$ cat src/rtl/spi_byte_queue_if.sv
// ---------------------------------------------------------------------------
// spi_byte_queue_if: CPU-side and SPI-engine-side signals of the byte queue. Rev 1.0
// ---------------------------------------------------------------------------
`timescale 1ns/1ps
`default_nettype none

interface spi_byte_queue_if #(
  parameter int AW = 3
);
  logic          wr_en;
  logic [7:0]    wr_data;
  logic          tx_full;
  logic [AW:0]   tx_count;
  logic          rd_en;
  logic [7:0]    rd_data;
  logic          rx_empty;
  logic [AW:0]   rx_count;
  logic          busy;
  logic          tx_ovf;
  logic          rx_ovf;
  logic          clr_ovf;
  logic [7:0]    spi_txdin;
  logic          spi_txgo;
  logic          spi_txrdy;
  logic [7:0]    spi_rxdout;

  modport master (
    output wr_en, wr_data, rd_en, clr_ovf, spi_txrdy, spi_rxdout,
    input  tx_full, tx_count, rd_data, rx_empty, rx_count, busy,
           tx_ovf, rx_ovf, spi_txdin, spi_txgo
  );

  modport slave (
    input  wr_en, wr_data, rd_en, clr_ovf, spi_txrdy, spi_rxdout,
    output tx_full, tx_count, rd_data, rx_empty, rx_count, busy,
           tx_ovf, rx_ovf, spi_txdin, spi_txgo
  );
endinterface

`default_nettype wire

$ cat src/rtl/spi_byte_queue.sv
// ---------------------------------------------------------------------------
// spi_byte_queue: TX/RX byte FIFOs with a sequencer feeding an SPI byte engine. Rev 1.0
// ---------------------------------------------------------------------------
`timescale 1ns/1ps
`default_nettype none

module spi_byte_queue #(
  parameter int DEPTH = 8,
  parameter int AW    = 3
) (
  input  logic              clk,
  input  logic              rst,
  spi_byte_queue_if.slave   bus
);

  localparam logic [AW:0]   C_FULL = (AW+1)'(DEPTH);
  localparam logic [AW:0]   C_ONE  = (AW+1)'(1);
  localparam logic [AW-1:0] C_PINC = AW'(1);

  typedef enum logic [2:0] {
    S_IDLE      = 3'd0,
    S_LOAD      = 3'd1,
    S_WAIT_BUSY = 3'd2,
    S_WAIT_DONE = 3'd3,
    S_CAPTURE   = 3'd4
  } state_t;

  state_t          r_state;
  logic [7:0]      r_tx_mem [DEPTH];
  logic [7:0]      r_rx_mem [DEPTH];
  logic [AW-1:0]   r_tx_wptr, r_tx_rptr, r_rx_wptr, r_rx_rptr;
  logic [AW:0]     r_tx_count, r_rx_count;
  logic            r_tx_ovf, r_rx_ovf, r_txgo;
  logic [7:0]      r_txdin;

  logic            w_tx_full, w_rx_full, w_rx_empty;
  logic            w_tx_push, w_tx_pop, w_rx_push, w_rx_pop;

  // Fullness is taken from the registered count, so a LOAD pop never frees room for a same-cycle write.
  assign w_tx_full  = (r_tx_count == C_FULL);
  assign w_rx_full  = (r_rx_count == C_FULL);
  assign w_rx_empty = (r_rx_count == '0);
  assign w_tx_push  = bus.wr_en & ~w_tx_full;
  assign w_tx_pop   = (r_state == S_LOAD);
  assign w_rx_push  = (r_state == S_CAPTURE) & ~w_rx_full;
  assign w_rx_pop   = bus.rd_en & ~w_rx_empty;

  always_ff @(posedge clk) begin
    if (w_tx_push) r_tx_mem[r_tx_wptr] <= bus.wr_data;
    if (w_rx_push) r_rx_mem[r_rx_wptr] <= bus.spi_rxdout;
  end

  always_ff @(posedge clk or posedge rst) begin
    if (rst) begin
      r_tx_wptr  <= '0;
      r_tx_rptr  <= '0;
      r_tx_count <= '0;
      r_rx_wptr  <= '0;
      r_rx_rptr  <= '0;
      r_rx_count <= '0;
    end else begin
      if (w_tx_push) r_tx_wptr <= r_tx_wptr + C_PINC;
      if (w_tx_pop)  r_tx_rptr <= r_tx_rptr + C_PINC;
      if (w_rx_push) r_rx_wptr <= r_rx_wptr + C_PINC;
      if (w_rx_pop)  r_rx_rptr <= r_rx_rptr + C_PINC;
      case ({w_tx_push, w_tx_pop})
        2'b10:   r_tx_count <= r_tx_count + C_ONE;
        2'b01:   r_tx_count <= r_tx_count - C_ONE;
        default: r_tx_count <= r_tx_count;
      endcase
      case ({w_rx_push, w_rx_pop})
        2'b10:   r_rx_count <= r_rx_count + C_ONE;
        2'b01:   r_rx_count <= r_rx_count - C_ONE;
        default: r_rx_count <= r_rx_count;
      endcase
    end
  end

  // clr_ovf wins over any set arriving in the same cycle.
  always_ff @(posedge clk or posedge rst) begin
    if (rst) begin
      r_tx_ovf <= 1'b0;
      r_rx_ovf <= 1'b0;
    end else if (bus.clr_ovf) begin
      r_tx_ovf <= 1'b0;
      r_rx_ovf <= 1'b0;
    end else begin
      if (bus.wr_en & w_tx_full)               r_tx_ovf <= 1'b1;
      if ((r_state == S_CAPTURE) & w_rx_full)  r_rx_ovf <= 1'b1;
    end
  end

  always_ff @(posedge clk or posedge rst) begin
    if (rst) begin
      r_state <= S_IDLE;
      r_txgo  <= 1'b0;
      r_txdin <= 8'h00;
    end else begin
      r_txgo <= 1'b0;
      case (r_state)
        S_IDLE:      if ((r_tx_count != '0) && bus.spi_txrdy) r_state <= S_LOAD;
        S_LOAD: begin
          r_txdin <= r_tx_mem[r_tx_rptr];
          r_txgo  <= 1'b1;
          r_state <= S_WAIT_BUSY;
        end
        S_WAIT_BUSY: if (!bus.spi_txrdy) r_state <= S_WAIT_DONE;
        S_WAIT_DONE: if (bus.spi_txrdy)  r_state <= S_CAPTURE;
        S_CAPTURE:   r_state <= S_IDLE;
        default:     r_state <= S_IDLE;
      endcase
    end
  end

  assign bus.tx_full   = w_tx_full;
  assign bus.tx_count  = r_tx_count;
  assign bus.rd_data   = r_rx_mem[r_rx_rptr];
  assign bus.rx_empty  = w_rx_empty;
  assign bus.rx_count  = r_rx_count;
  assign bus.busy      = (r_state != S_IDLE) | (r_tx_count != '0);
  assign bus.tx_ovf    = r_tx_ovf;
  assign bus.rx_ovf    = r_rx_ovf;
  assign bus.spi_txdin = r_txdin;
  assign bus.spi_txgo  = r_txgo;

endmodule

`default_nettype wire

$ cat src/flat_wrapper.sv
// flat-port wrapper written by rule: the top's interface ports become plain ports
module spi_byte_queue_flat 
#(
  parameter int DEPTH = 8,
  parameter int AW    = 3
)
  (clk, rst, bus_wr_en, bus_wr_data, bus_rd_en, bus_clr_ovf, bus_spi_txrdy, bus_spi_rxdout, bus_tx_full, bus_tx_count, bus_rd_data, bus_rx_empty, bus_rx_count, bus_busy, bus_tx_ovf, bus_rx_ovf, bus_spi_txdin, bus_spi_txgo);
  spi_byte_queue_if #(.AW(AW)) bus_i ();
  input  logic clk;
  input  logic rst;
  input wire logic [$bits(bus_i.wr_en)-1:0] bus_wr_en;
  input wire logic [$bits(bus_i.wr_data)-1:0] bus_wr_data;
  input wire logic [$bits(bus_i.rd_en)-1:0] bus_rd_en;
  input wire logic [$bits(bus_i.clr_ovf)-1:0] bus_clr_ovf;
  input wire logic [$bits(bus_i.spi_txrdy)-1:0] bus_spi_txrdy;
  input wire logic [$bits(bus_i.spi_rxdout)-1:0] bus_spi_rxdout;
  output wire logic [$bits(bus_i.tx_full)-1:0] bus_tx_full;
  output wire logic [$bits(bus_i.tx_count)-1:0] bus_tx_count;
  output wire logic [$bits(bus_i.rd_data)-1:0] bus_rd_data;
  output wire logic [$bits(bus_i.rx_empty)-1:0] bus_rx_empty;
  output wire logic [$bits(bus_i.rx_count)-1:0] bus_rx_count;
  output wire logic [$bits(bus_i.busy)-1:0] bus_busy;
  output wire logic [$bits(bus_i.tx_ovf)-1:0] bus_tx_ovf;
  output wire logic [$bits(bus_i.rx_ovf)-1:0] bus_rx_ovf;
  output wire logic [$bits(bus_i.spi_txdin)-1:0] bus_spi_txdin;
  output wire logic [$bits(bus_i.spi_txgo)-1:0] bus_spi_txgo;
  assign bus_i.wr_en = bus_wr_en;
  assign bus_i.wr_data = bus_wr_data;
  assign bus_i.rd_en = bus_rd_en;
  assign bus_i.clr_ovf = bus_clr_ovf;
  assign bus_i.spi_txrdy = bus_spi_txrdy;
  assign bus_i.spi_rxdout = bus_spi_rxdout;
  assign bus_tx_full = bus_i.tx_full;
  assign bus_tx_count = bus_i.tx_count;
  assign bus_rd_data = bus_i.rd_data;
  assign bus_rx_empty = bus_i.rx_empty;
  assign bus_rx_count = bus_i.rx_count;
  assign bus_busy = bus_i.busy;
  assign bus_tx_ovf = bus_i.tx_ovf;
  assign bus_rx_ovf = bus_i.rx_ovf;
  assign bus_spi_txdin = bus_i.spi_txdin;
  assign bus_spi_txgo = bus_i.spi_txgo;
  spi_byte_queue #(.DEPTH(DEPTH), .AW(AW)) u_core (.clk(clk), .rst(rst), .bus(bus_i));
endmodule
$ cat config.mk
export PLATFORM = sky130hd
export DESIGN_NAME = spi_byte_queue_flat
export DESIGN_NICKNAME = d
export VERILOG_FILES = /design/src/rtl/spi_byte_queue_if.sv /design/src/rtl/spi_byte_queue.sv /design/src/flat_wrapper.sv
export SDC_FILE = /design/constraint.sdc
export NUM_CORES = 1
export LEC_CHECK = 0
export BUFFER_PORTS_ARGS = -buffer_cell sky130_fd_sc_hd__buf_2
export CORE_ASPECT_RATIO = 2
export CORE_UTILIZATION = 54
export DETAILED_ROUTE_END_ITERATION = 8
export PLACE_DENSITY_LB_ADDON = 0.2
export SYNTH_ARGS = -nofsm -noshare
export SYNTH_HDL_FRONTEND = slang
export SYNTH_SLANG_ARGS = --single-unit
$ cat constraint.sdc
create_clock -name clk -period 2.4 [get_ports clk]
set_input_delay 0 -clock clk [delete_from_list [all_inputs] [get_ports clk]]
set_output_delay 0 -clock clk [all_outputs]
set_load 0.03 [all_outputs]
==> results of run 1 <==
## layer usage
layer	GRT usage (%)	wire, µm
met5	0	0
met3	4.61	372
met2	45.7	8000
met4	8.33	243
met1	23.0	4600
## cell families after synthesis
| family | count (synthesis) | share of synthesized area [%] |
|---|---|---|
| xor gates and xnor gates | 15 | 1.99 |
| AOI/OAI and AO/OA | 29 | 3.34 |
| buffers and inverters | 26 | 1.82 |
| adders and majority gates | 11 | 2.20 |
| DFF | 162 | 71.2 |
| and+or+nand+nor | 95 | 7.16 |
| muxes | 59 | 12.2 |
## synthesized netlist by cell type, types with 9 or more instances
cell type	instances
dfrtp_1	34
mux2_2	9
a22oi_1	16
nand3_1	9
nor2_1	15
nand2_1	35
xnor2_1	9
edfxtp_1	128
ha_1	10
mux4_2	16
inv_1	10
mux2i_1	33
## report_power, final
group | internal (µW) | switching (µW) | total [µW]
Clock | 1570 | 1140 | 2710
Sequential | 3500 | 425 | 3920
Combinational | 1360 | 1900 | 3260
Total | 6430 | 3470 | 9900
## metrics by stage
stage | power [µW] | utilization [%] | instances | setup TNS (ps) | hold slack (ps)
5_1_grt | 10400 | 68.2 | 656 | 0 | 185
3_3_place_gp | 7120 | 61.4 | 603 | 0 | 35.8
2_1_floorplan | 6350 | - | 397 | -6.40 | 66.4
3_5_place_dp | 7240 | 61.4 | 603 | 0 | 39.2
6_report | 9900 | 68.2 | 656 | 0 | 139
4_1_cts | 9980 | 68.2 | 656 | 0 | 148
## final cells by class
type,instances,area (µm²)
multi-input cells,209,1850
clock inverters,14,170
clock buffers,18,429
well taps,145,181
fillers,794,3740
repair buffers,97,653
inverters,11,41.3
flip-flops and latches,162,4700
## state kept, by name, indices dropped and copies added (netlist names)
signal / flops
u_core.r_rx_mem: 64
u_core.r_tx_mem: 64
u_core.bus.spi_txdin: 8
u_core.bus.rx_count: 4
u_core.bus.tx_count: 4
u_core.r_rx_rptr: 3
u_core.r_rx_wptr: 3
u_core.r_state: 3
u_core.r_tx_rptr: 3
u_core.r_tx_wptr: 3
u_core.bus.rx_ovf: 1
u_core.bus.spi_txgo: 1
u_core.bus.tx_ovf: 1
## critical path: cells and delay by family, from the launching register on
kind,cells,cell delay (ps)
AND/OR/NAND/NOR,3,560
adder cells (fa/ha/maj),2,480
AO/OA/AOI/OAI,2,470
flip-flops,1,460
buffers and inverters,2,190
## repair_timing
item,in CTS,in global routing
buffers inserted,0,0
endpoints found under the hold margin,145,0
hold buffers,21,0
endpoints found under the setup margin,0,0
## final timing paths
path | start | endpoint | depth (start not counted)
hold reg to reg | u_core.bus.spi_txdin[0] | u_core.bus.spi_txdin[0] | 2
min in group clk | bus_clr_ovf | u_core.bus.rx_ovf | 3
setup / recovery | u_core.bus.rx_count[0] | u_core.bus.rx_count[3] | 9
setup reg to reg | u_core.bus.rx_count[0] | u_core.bus.rx_count[3] | 9
hold / removal | rst | u_core.r_tx_wptr[2] | 3
max in group asynchronous | rst | u_core.bus.rx_count[3] | 4
==> flow_summary.json, run 1 <==
{
  "io_pins": 52,
  "yosys.area.top_type": "edfxtp_1",
  "firstDrtPassIters": 4,
  "cts_buffers": 17,
  "nets": 531,
  "drive_gt1_share_pct": 30.1,
  "critPathLaunchType": "register",
  "via_per_inst": 5.64,
  "cp-end-kind": "register",
  "synth_edf_count": 128,
  "syn_area_mm2": 0.00659,
  "cts_tree": "yes",
  "fin_skew_ps": 6.74,
  "post-place-ws_ps": 135,
  "final_hold_viol_count": 0,
  "netlist_top_cells_area": "edfxtp_1 (58%), dfrtp_1 (13%), mux4_2 (5.5%)",
  "setup_viol": 0,
  "drv_slew": 0,
  "n_antenna_cell": 0,
  "synth_cell_types": 42,
  "htreeDepth": 4,
  "die_area_mm2": 0.0127,
  "clock.fmax_ghz": 0.436,
  "clk_path_buf_depth": 2,
  "postPlaceCellArea_mm2": 0.00722,
  "hold_class": "input port to async pin",
  "total_leakage_power_uw": 0.00305,
  "crit_chain": "nor3_2 -> a2111oi_4 -> inv_1 -> ha_4 -> ha_4 -> inv_1 -> nor4_1 -> nand4b_1 -> o311ai_1",
  "grt_pass1_wl_mm": 20.7,
  "yosys_warnings": 0,
  "crit_type": "register to register",
  "cts-root-buf": "clkbuf_16",
  "avgRoutedWirePerCell_um": 20.2,
  "routed-via-count": 3697,
  "cp.required_ps": 2680,
  "syn_nets": 430,
  "syn2layout_area_growth_pct": 21.9,
  "grt-ovfl-total": 0,
  "antenna_found_initial": 0,
  "ant_nets": 0,
  "synthCells": 397,
  "max-slew-margin-rel_pct": 53.2,
  "cts.sinks": 162,
  "yosysSeqAreaShare_pct": 71.2,
  "synth.top_cell.area_share_pct": 58.3,
  "rsz0062_at_grt": "false",
  "initial_core_util_pct": 56.0,
  "ir_drop_mv": 1.01,
  "grt_use_total_pct": 23.2,
  "setup_slack_ps": 104,
  "cts_resized": 0,
  "design_area_mm2": 0.00803,
  "port_buffers": 51,
  "die_x_um": 80.1,
  "synth-seq-cells": 162,
  "slowest_delay_ps": 460,
  "layout_min_cycle_time_ps": 2300,
  "final_common_cell": "edfxtp_1",
  "arrival_ps": 2580,
  "finalWirelength_mm": 13.2,
  "drt-initial-drc-count": 190,
  "slowest_stage": "dfrtp_2",
  "clk_pin_slew_ps": 70,
  "crit_fanout": 8,
  "worstMarginPinSlew_ps": 699,
  "post-route-period-util_pct": 95.7,
  "insertion_delay_ps": 410,
  "first_global_vias": 3862,
  "rows": 56,
  "maxCapViolCount": 0,
  "synth-async-reset-ratio_pct": 21.0,
  "synth_area_per_cell_um2": 16.6,
  "gp_congestion": 0.771,
  "grt_max_degree": 35,
  "place_hpwl_mm": 9.11,
  "die_h_um": 158,
  "status": "completed",
  "p_per_area_mw_per_mm2": 1230,
  "r2r_slack_ps": 100,
  "drc_errors": 0,
  "mostFrequentLayoutCells": "edfxtp_1 (128), buf_2 (51), nand2_1 (35), mux2i_1 (33), dfrtp_1 (28)",
  "synth_ff_type": "edfxtp_1",
  "core_region_area_mm2": 0.0118
}
Power figures use the tool's default switching activity.
==> inputs of run 2 (changes only) <==
--- a/config.mk
+++ b/config.mk
@@ -7,7 +7,8 @@
 export LEC_CHECK = 0
 export BUFFER_PORTS_ARGS = -buffer_cell sky130_fd_sc_hd__buf_2
 export CORE_ASPECT_RATIO = 2
-export CORE_UTILIZATION = 54
+export CORE_UTILIZATION = 56
+export CTS_BUF_LIST = sky130_fd_sc_hd__clkbuf_4
 export DETAILED_ROUTE_END_ITERATION = 8
 export PLACE_DENSITY_LB_ADDON = 0.2
 export SYNTH_ARGS = -nofsm -noshare
==> flow_summary.json, run 2 (synthesized netlist as in run 1, its figures left out) <==
{
  "cp-end-kind": "register",
  "crit_type": "register to register",
  "fin_tns_setup_ps": 0,
  "cts-root-buf": "clkbuf_4",
  "worstMarginPinSlew_ps": 735,
  "io_pins": 52,
  "r2r_slack_ps": 140,
  "routed-via-count": 3778,
  "grt_max_degree": 35,
  "cts_buffers": 17,
  "insertion_delay_ps": 560,
  "die_h_um": 155,
  "p_per_area_mw_per_mm2": 1150,
  "grt_use_total_pct": 23.9,
  "setup_slack_ps": 141,
  "reg2reg_to": "u_core.bus.rx_count[3]",
  "cp.required_ps": 2830,
  "initial_core_util_pct": 58.0,
  "total_leakage_power_uw": 0.00299,
  "drt-initial-drc-count": 181,
  "hold_path_startpoint": "bus_spi_rxdout[4]",
  "drive_gt1_share_pct": 31.8,
  "nets": 542,
  "cts.sinks": 162,
  "grt_pass1_wl_mm": 20.5,
  "die_area_mm2": 0.0122,
  "die_x_um": 78.7,
  "first_global_vias": 4072,
  "via_per_inst": 5.68,
  "clk_path_buf_depth": 2,
  "crit_fanout": 8,
  "final_common_cell": "edfxtp_1",
  "firstDrtPassIters": 5,
  "post-place-ws_ps": 132,
  "syn2layout_area_growth_pct": 19.2,
  "port_buffers": 51,
  "r2r-start": "u_core.bus.rx_count[2]",
  "clk_pin_slew_ps": 150,
  "place_hpwl_mm": 9.22,
  "ir_drop_mv": 0.754,
  "ff2ff_path_depth": 9,
  "post-route-period-util_pct": 94.1,
  "cts_tree": "yes",
  "status": "completed",
  "maxCapViolCount": 0,
  "core_region_area_mm2": 0.0114,
  "drc_errors": 0,
  "critPathLaunchType": "register",
  "clock.fmax_ghz": 0.443,
  "antenna_found_initial": 1,
  "setup_viol": 0,
  "final_hold_viol_count": 0,
  "mostFrequentLayoutCells": "edfxtp_1 (128), buf_2 (51), nand2_1 (35), mux2i_1 (33), buf_4 (33)",
  "gp_congestion": 0.783,
  "max-slew-margin-rel_pct": 50.9,
  "arrival_ps": 2690,
  "whs_path_depth": 2,
  "grt-ovfl-total": 0,
  "htreeDepth": 4,
  "hold_class": "input port to register",
  "fin_skew_ps": 22.4,
  "ant_nets": 0,
  "hold_end": "u_core.r_rx_mem[5][4]",
  "finalWirelength_mm": 13.2,
  "layout_min_cycle_time_ps": 2260,
  "rsz0062_at_grt": "false",
  "rows": 55,
  "avgRoutedWirePerCell_um": 19.8,
  "drv_slew": 0
}
## run 2: cell types whose count changed in the layout (fill, tap and decap cells not counted), moves of 2 or more
cell	delta
buf_4	+8
clkbuf_16	-17
clkbuf_4	+18
dlygate4sd3_1	+2
inv_6	-2
inv_8	+2
## run 2: worst max-delay path, stage by stage (launching register included)
cell	delay, ps
dfrtp_2	470
nor3_2	90
a2111oi_4	370
inv_1	130
ha_4	210
ha_4	270
inv_1	60
nor4_2	270
nand4b_1	160
o311ai_1	100
## run 2: layer usage
metal | track usage, % | share of wire (%) | vias to the layer above
li1 | - | - | 1745
met1 | 22.4 | 32 | 1879
met2 | 45.6 | 61 | 123
met3 | 4.34 | 3.9 | 31
met4 | 15.3 | 2.9 | 0
met5 | 0 | 0 | -
## run 2: area by class of cell
class | instances | area [µm²]
Antenna cell | 1 | 2.50
Multi-Input combinational cell | 209 | 1860
Sequential cell | 162 | 4700
Timing Repair Buffer | 108 | 744
Clock buffer | 18 | 135
Clock inverter | 14 | 193
Inverter | 11 | 41.3
Fill cell | 772 | 3500
Tap cell | 142 | 178
## run 2: worst max-delay path by stage
stage                                       from                     end  cells after the start
after floorplan           u_core.bus.tx_count[1]  u_core.bus.tx_count[2]                     11
after global placement    u_core.bus.rx_count[0]  u_core.bus.rx_count[3]                      9
after detailed placement  u_core.bus.rx_count[0]  u_core.bus.rx_count[3]                      9
after CTS                    u_core.r_rx_rptr[0]          bus_rd_data[4]                      4
after global routing      u_core.bus.rx_count[2]  u_core.bus.rx_count[3]                      9
final                     u_core.bus.rx_count[2]  u_core.bus.rx_count[3]                      9
## run 2: metrics by stage
stage / power [µW] / cells / utilization (%) / hold WS, ps / instance area (µm²)
6_report: 9040 / 665 / 69.2 / 229 / 7860
3_3_place_gp: 7130 / 604 / 63.8 / -44.8 / 7250
4_1_cts: 9040 / 659 / 68.7 / 167 / 7810
2_1_floorplan: 6350 / 397 / - / 66.4 / 6690
5_1_grt: 9490 / 665 / 69.2 / 204 / 7860
3_5_place_dp: 7260 / 604 / 63.8 / -35.0 / 7250
## run 2: power breakdown
group | internal, µW | switching (µW) | total [µW]
clock network | 774 | 991 | 1770
logic | 1420 | 1920 | 3340
registers | 3490 | 441 | 3930
total | 5690 | 3350 | 9040
## run 2: repair_timing
item,4_1_cts,5_1_grt
gates resized for setup,0,3
hold buffers,23,0
setup buffers,0,5
hold endpoints to repair,177,0
setup endpoints to repair,0,10
